### config.mk
export PLATFORM = sky130hd
export DESIGN_NAME = rgb_serializer
export DESIGN_NICKNAME = d
export VERILOG_FILES = /design/src/rtl/rgb_serializer.sv
export SDC_FILE = /design/constraint.sdc
export NUM_CORES = 1
export LEC_CHECK = 0
export ABC_AREA = 0
export CAP_MARGIN = 20
export CORE_MARGIN = 1
export CORE_UTILIZATION = 40
export CTS_CLUSTER_DIAMETER = 50
export DETAILED_ROUTE_END_ITERATION = 8
export SLEW_MARGIN = 25
export SYNTH_ARGS = -nofsm -noshare
export SYNTH_HDL_FRONTEND = slang
export SYNTH_SLANG_ARGS = --single-unit
### constraint.sdc
create_clock -name clk -period 3.3 [get_ports clk]
set_input_delay 0.66 -clock clk [delete_from_list [all_inputs] [get_ports clk]]
set_output_delay 0.66 -clock clk [all_outputs]
set_load 0.02 [all_outputs]
### src/rtl/rgb_serializer.sv
// Parallel-to-serial RGB pixel transmitter: 24-bit pixel sent as BGR, MSB first, with a one-entry hold register.
// Define RGB_SERIALIZER_REALIGN_EN to insert a one-cycle GAP (output_valid low) after every pixel.
module rgb_serializer (
   input  logic       clk,
   input  logic       reset,
   input  logic [7:0] red,
   input  logic [7:0] green,
   input  logic [7:0] blue,
   input  logic       pixel_valid,
   output logic       pixel_ready,
   output logic       shift_out,
   output logic       output_valid,
   output logic       tx_done
);

   typedef enum logic [1:0] {
      S_IDLE  = 2'd0,
      S_SHIFT = 2'd1,
      S_GAP   = 2'd2
   } state_t;

   state_t      r_state;
   logic [23:0] r_sr;
   logic [4:0]  r_bitcnt;
   logic [23:0] r_hold;
   logic        r_hold_full;

   state_t      w_state_nxt;
   logic [23:0] w_sr_nxt;
   logic [4:0]  w_bitcnt_nxt;
   logic [23:0] w_hold_nxt;
   logic        w_hold_full_nxt;

   logic        w_accept;
   logic        w_last;
   logic [23:0] w_pixel;

   // Ready comes straight from the hold flag flop, so there is no path from pixel_valid.
   assign pixel_ready = !r_hold_full;
   assign w_accept    = pixel_valid && !r_hold_full;
   assign w_last      = (r_bitcnt == 5'd23);
   assign w_pixel     = {blue, green, red};

   always_ff @(posedge clk or posedge reset) begin
      // NOTE: sr and hold are reset as well so an aborted pixel can never resurface after reset.
      if (reset) begin
         r_state     <= S_IDLE;
         r_sr        <= '0;
         r_bitcnt    <= '0;
         r_hold      <= '0;
         r_hold_full <= 1'b0;
      end else begin
         r_state     <= w_state_nxt;
         r_sr        <= w_sr_nxt;
         r_bitcnt    <= w_bitcnt_nxt;
         r_hold      <= w_hold_nxt;
         r_hold_full <= w_hold_full_nxt;
      end
   end

   always_comb begin
      // NOTE: every target gets a default first, so no path through the case can infer a latch.
      w_state_nxt     = r_state;
      w_sr_nxt        = r_sr;
      w_bitcnt_nxt    = r_bitcnt;
      w_hold_nxt      = r_hold;
      w_hold_full_nxt = r_hold_full;

      case (r_state)
         S_IDLE: begin
            if (w_accept) begin
               w_sr_nxt     = w_pixel;
               w_bitcnt_nxt = '0;
               w_state_nxt  = S_SHIFT;
            end
         end

         S_SHIFT: begin
            w_sr_nxt     = {r_sr[22:0], 1'b0};
            w_bitcnt_nxt = r_bitcnt + 5'd1;
            if (!w_last) begin
               if (w_accept) begin
                  w_hold_nxt      = w_pixel;
                  w_hold_full_nxt = 1'b1;
               end
            end else begin
               w_bitcnt_nxt = '0;
`ifdef RGB_SERIALIZER_REALIGN_EN
               // Every pixel is followed by GAP; a pixel arriving on the last bit waits in hold.
               w_state_nxt = S_GAP;
               if (w_accept) begin
                  w_hold_nxt      = w_pixel;
                  w_hold_full_nxt = 1'b1;
               end
`else
               if (r_hold_full) begin
                  w_sr_nxt        = r_hold;
                  w_hold_full_nxt = 1'b0;
               end else if (w_accept) begin
                  w_sr_nxt = w_pixel;
               end else begin
                  w_state_nxt = S_IDLE;
               end
`endif
            end
         end

`ifdef RGB_SERIALIZER_REALIGN_EN
         S_GAP: begin
            w_bitcnt_nxt = '0;
            if (r_hold_full) begin
               w_sr_nxt        = r_hold;
               w_hold_full_nxt = 1'b0;
               w_state_nxt     = S_SHIFT;
            end else if (w_accept) begin
               w_sr_nxt    = w_pixel;
               w_state_nxt = S_SHIFT;
            end else begin
               w_state_nxt = S_IDLE;
            end
         end
`endif

         default: begin
            w_state_nxt = S_IDLE;
         end
      endcase
   end

   // Outputs decode from state flops only, so reset forces them low without waiting for a clock.
   always_comb begin
      output_valid = 1'b0;
      shift_out    = 1'b0;
      tx_done      = 1'b0;
      if (r_state == S_SHIFT) begin
         output_valid = 1'b1;
         shift_out    = r_sr[23];
         tx_done      = w_last;
      end
   end

endmodule

==> impl_metrics.ini <==
[critical_path]
r2r_start = r_bitcnt[0]
crit_start = r_state[0]
required_ns = 2.64
slowest_delay_ns = 0.68
cpMaxStageDelayCell = dfrtp_2
crit_type = reg2out
crit_chain = clkinv_1, nor2_1, clkdlybuf4s50_1
worstSetupStartpointType = flop
path_max_fanout = 24
end_kind = output port
cp.arrival_ns = 1.94

[routing]
ant_nets = 0
wl_per_cell_um = 17.8
drt_wl_total_um = 7510
drtIter0Drc = 183
routed_via_density = 5.86
drc = 0
vias = 2467
firstDrtPassIters = 4

[synthesis]
ys_ff_latch = 55
async_flop_share_pct = 100
syn-num-nets = 332
netlist_instances = 304
syn_area_mm2 = 0.00320
synth_area_per_cell_um2 = 10.5
yosysUniqueCellTypes = 32
synth_ff_type = dfrtp_1
synth_edf_count = 0
yosysSeqAreaShare_pct = 43.0
yosys_warnings = 0

[floorplan]
row_count = 32
chipWidth_um = 91.5
initial_utilization_pct = 41.4
dieArea_mm2 = 0.00837
coreArea_mm2 = 0.00773
boundaryPins = 31
die_h_um = 91.5

[sta]
layout_min_cycle_time_ns = 2.60
tightest_slew_ns = 0.870
finalHoldViolations = 0
finalWorstSetupSlack_ns = 0.699
period_share_pct = 78.8
max_freq_mhz = 385
drv_slew = 0
finClkSkew_ns = 0.0107
rsz0062_at_grt = no
setup_viol = 0
tns_ns = 0
maxSlewHeadroom_pct = 42.0

[grt]
gr-total-overflow = 0
grt_use_total_pct = 18.6
grt_pass1_vias = 2464
grt_first_pass_wirelength_um = 12500
antenna_found_initial = 0
grt_max_degree = 51

[pwr]
vdd_ir_drop_max_mv = 0.347
leakagePower_nw = 1.51
p_int_mw = 1.68
combPwrFrac_pct = 38.4
p_sw_mw = 0.847
power_density_mw_per_mm2 = 695
seqPwrFrac_pct = 46.4
swShare_pct = 33.5
clock_power_share_pct = 15.1

[clock_tree]
post_cts_resized = 0
clockBufferDepth = 2
cts_tree = built
clk_latency_ns = 0.32
holdBufCountCts = 0
cts_num_sinks = 55
clk_pin_slew_ns = 0.11
cts_made_buffers = 5
postCtsSetupBuffers = 0
cts-htree-levels = 2
cts_root_buffer = clkbuf_8

[job]
max_cap_viol_count = 0

[final_layout]
drive_gt1_share_pct = 21.3
diodes = 0
areaGrowthSynthToFinish_pct = 13.5
stdcell_area_mm2 = 0.00363
finalCoreUtilization_pct = 47.0
layout.area.seq_mm2 = 0.00138
n_fill_cell = 730
final_nets = 346
multiInputGateArea_mm2 = 0.00165

[placed_design]
dp_hpwl_um = 4330
postPlaceCellArea_mm2 = 0.00355
portBuffers = 30
dp_slack_ns = 0.645
gp_congestion = 0.723

[outcome]
status = finished, final reports clean

[hold_path]
min_from = r_hold[20]
hp-class = reg2reg
[cell type report]
class / instances / area share [%]
Inverter: 3 / 0.310
Timing Repair Buffer: 39 / 10.5
Clock inverter: 2 / 0.344
Multi-Input combinational cell: 214 / 45.5
Sequential cell: 55 / 37.9
Tap cell: 102 / 3.51
Clock buffer: 6 / 2.00
[worst max-delay path: cells and delay by family, from the launching register on]
family | cells | cell delay, ns
buf+inv | 2 | 0.78
flops | 1 | 0.68
simple gates | 1 | 0.16
[flip-flops by register name, indices dropped and copies added (netlist names)]
register and count:
r_sr 24, r_bitcnt 5, r_state 1, r_hold 24, r_hold_full 1
[synth_stat cells (4+ instances only)]
cell / instances / share of area (%)
clkbuf_1: 16 / 1.9
dfrtp_1: 55 / 43
buf_2: 10 / 1.6
mux2_4: 19 / 8.9
nand2b_1: 24 / 4.7
mux2_2: 29 / 10
nand3_1: 26 / 4.1
nor3_1: 23 / 3.6
o2111ai_1: 23 / 6.3
buf_4: 4 / 0.94
a31oi_1: 23 / 4.5
o21ai_0: 27 / 4.2
[layout by cell type, fill, tap and decap left out, drive strengths merged, types with 2 or more instances in the layout]
cell	netlist	routed
dfrtp	55	55
mux2	48	48
clkdlybuf4s50	0	30
o21ai	27	27
nand3	27	27
nand2b	24	24
o2111ai	23	23
nor3	23	23
a31oi	23	23
buf	16	9
clkbuf	16	6
and4b	2	2
nor2	2	2
a22o	2	2
clkinv	1	2
inv	2	2
[routing by layer]
layer | vias up | share of wire, % | track usage, % | wire, um
met5 | - | 0 | 0 | 0
met4 | 0 | 1.1 | 6.48 | 82
met3 | 8 | 2.9 | 2.43 | 214
met2 | 44 | 46 | 29.4 | 3460
met1 | 1241 | 50 | 26.2 | 3750
li1 | 1174 | - | - | -
[logic make-up (layout without fill, tap and decap cells)]
logic type	after synthesis	count (layout)	synth area share, %
compound gates	79	79	16.5
xor+xnor	1	1	0.274
flops	55	55	43.0
simple gates	85	85	15.4
buf+inv	35	50	5.43
mux	48	48	19.1
fa+ha+maj	1	1	0.391
[through the flow]
step           std cells  hold slack [ns]  power (mW)
6_report             421            0.506        2.52
5_1_grt              421            0.521        2.69
4_1_cts              421            0.507        2.54
3_5_place_dp         413            0.484        2.15
3_3_place_gp         413            0.478        2.12
2_1_floorplan        304            0.470        1.92
[power groups by stage]
stage | Combinational, mW | Sequential, mW | Clock, mW
final | 0.970 | 1.17 | 0.382
after detailed placement | 0.974 | 1.18 | 0
after global routing | 1.07 | 1.21 | 0.411
after global placement | 0.952 | 1.17 | 0
after floorplan | 0.809 | 1.11 | 0
after CTS | 0.980 | 1.17 | 0.389
[path summary, 6_finish.rpt]
kind	to	cells past startpoint	slack (ns)
worst max register to register	r_hold[18]	5	1.08
min in group asynchronous	r_sr[16]	2	0.75
worst min register to register	r_hold[20]	1	0.51
worst min-delay path	r_hold[20]	1	0.51
worst max-delay path	tx_done	3	0.70
max in group asynchronous	r_sr[21]	3	1.97
Note: power is estimated with default switching activity, not from simulation.
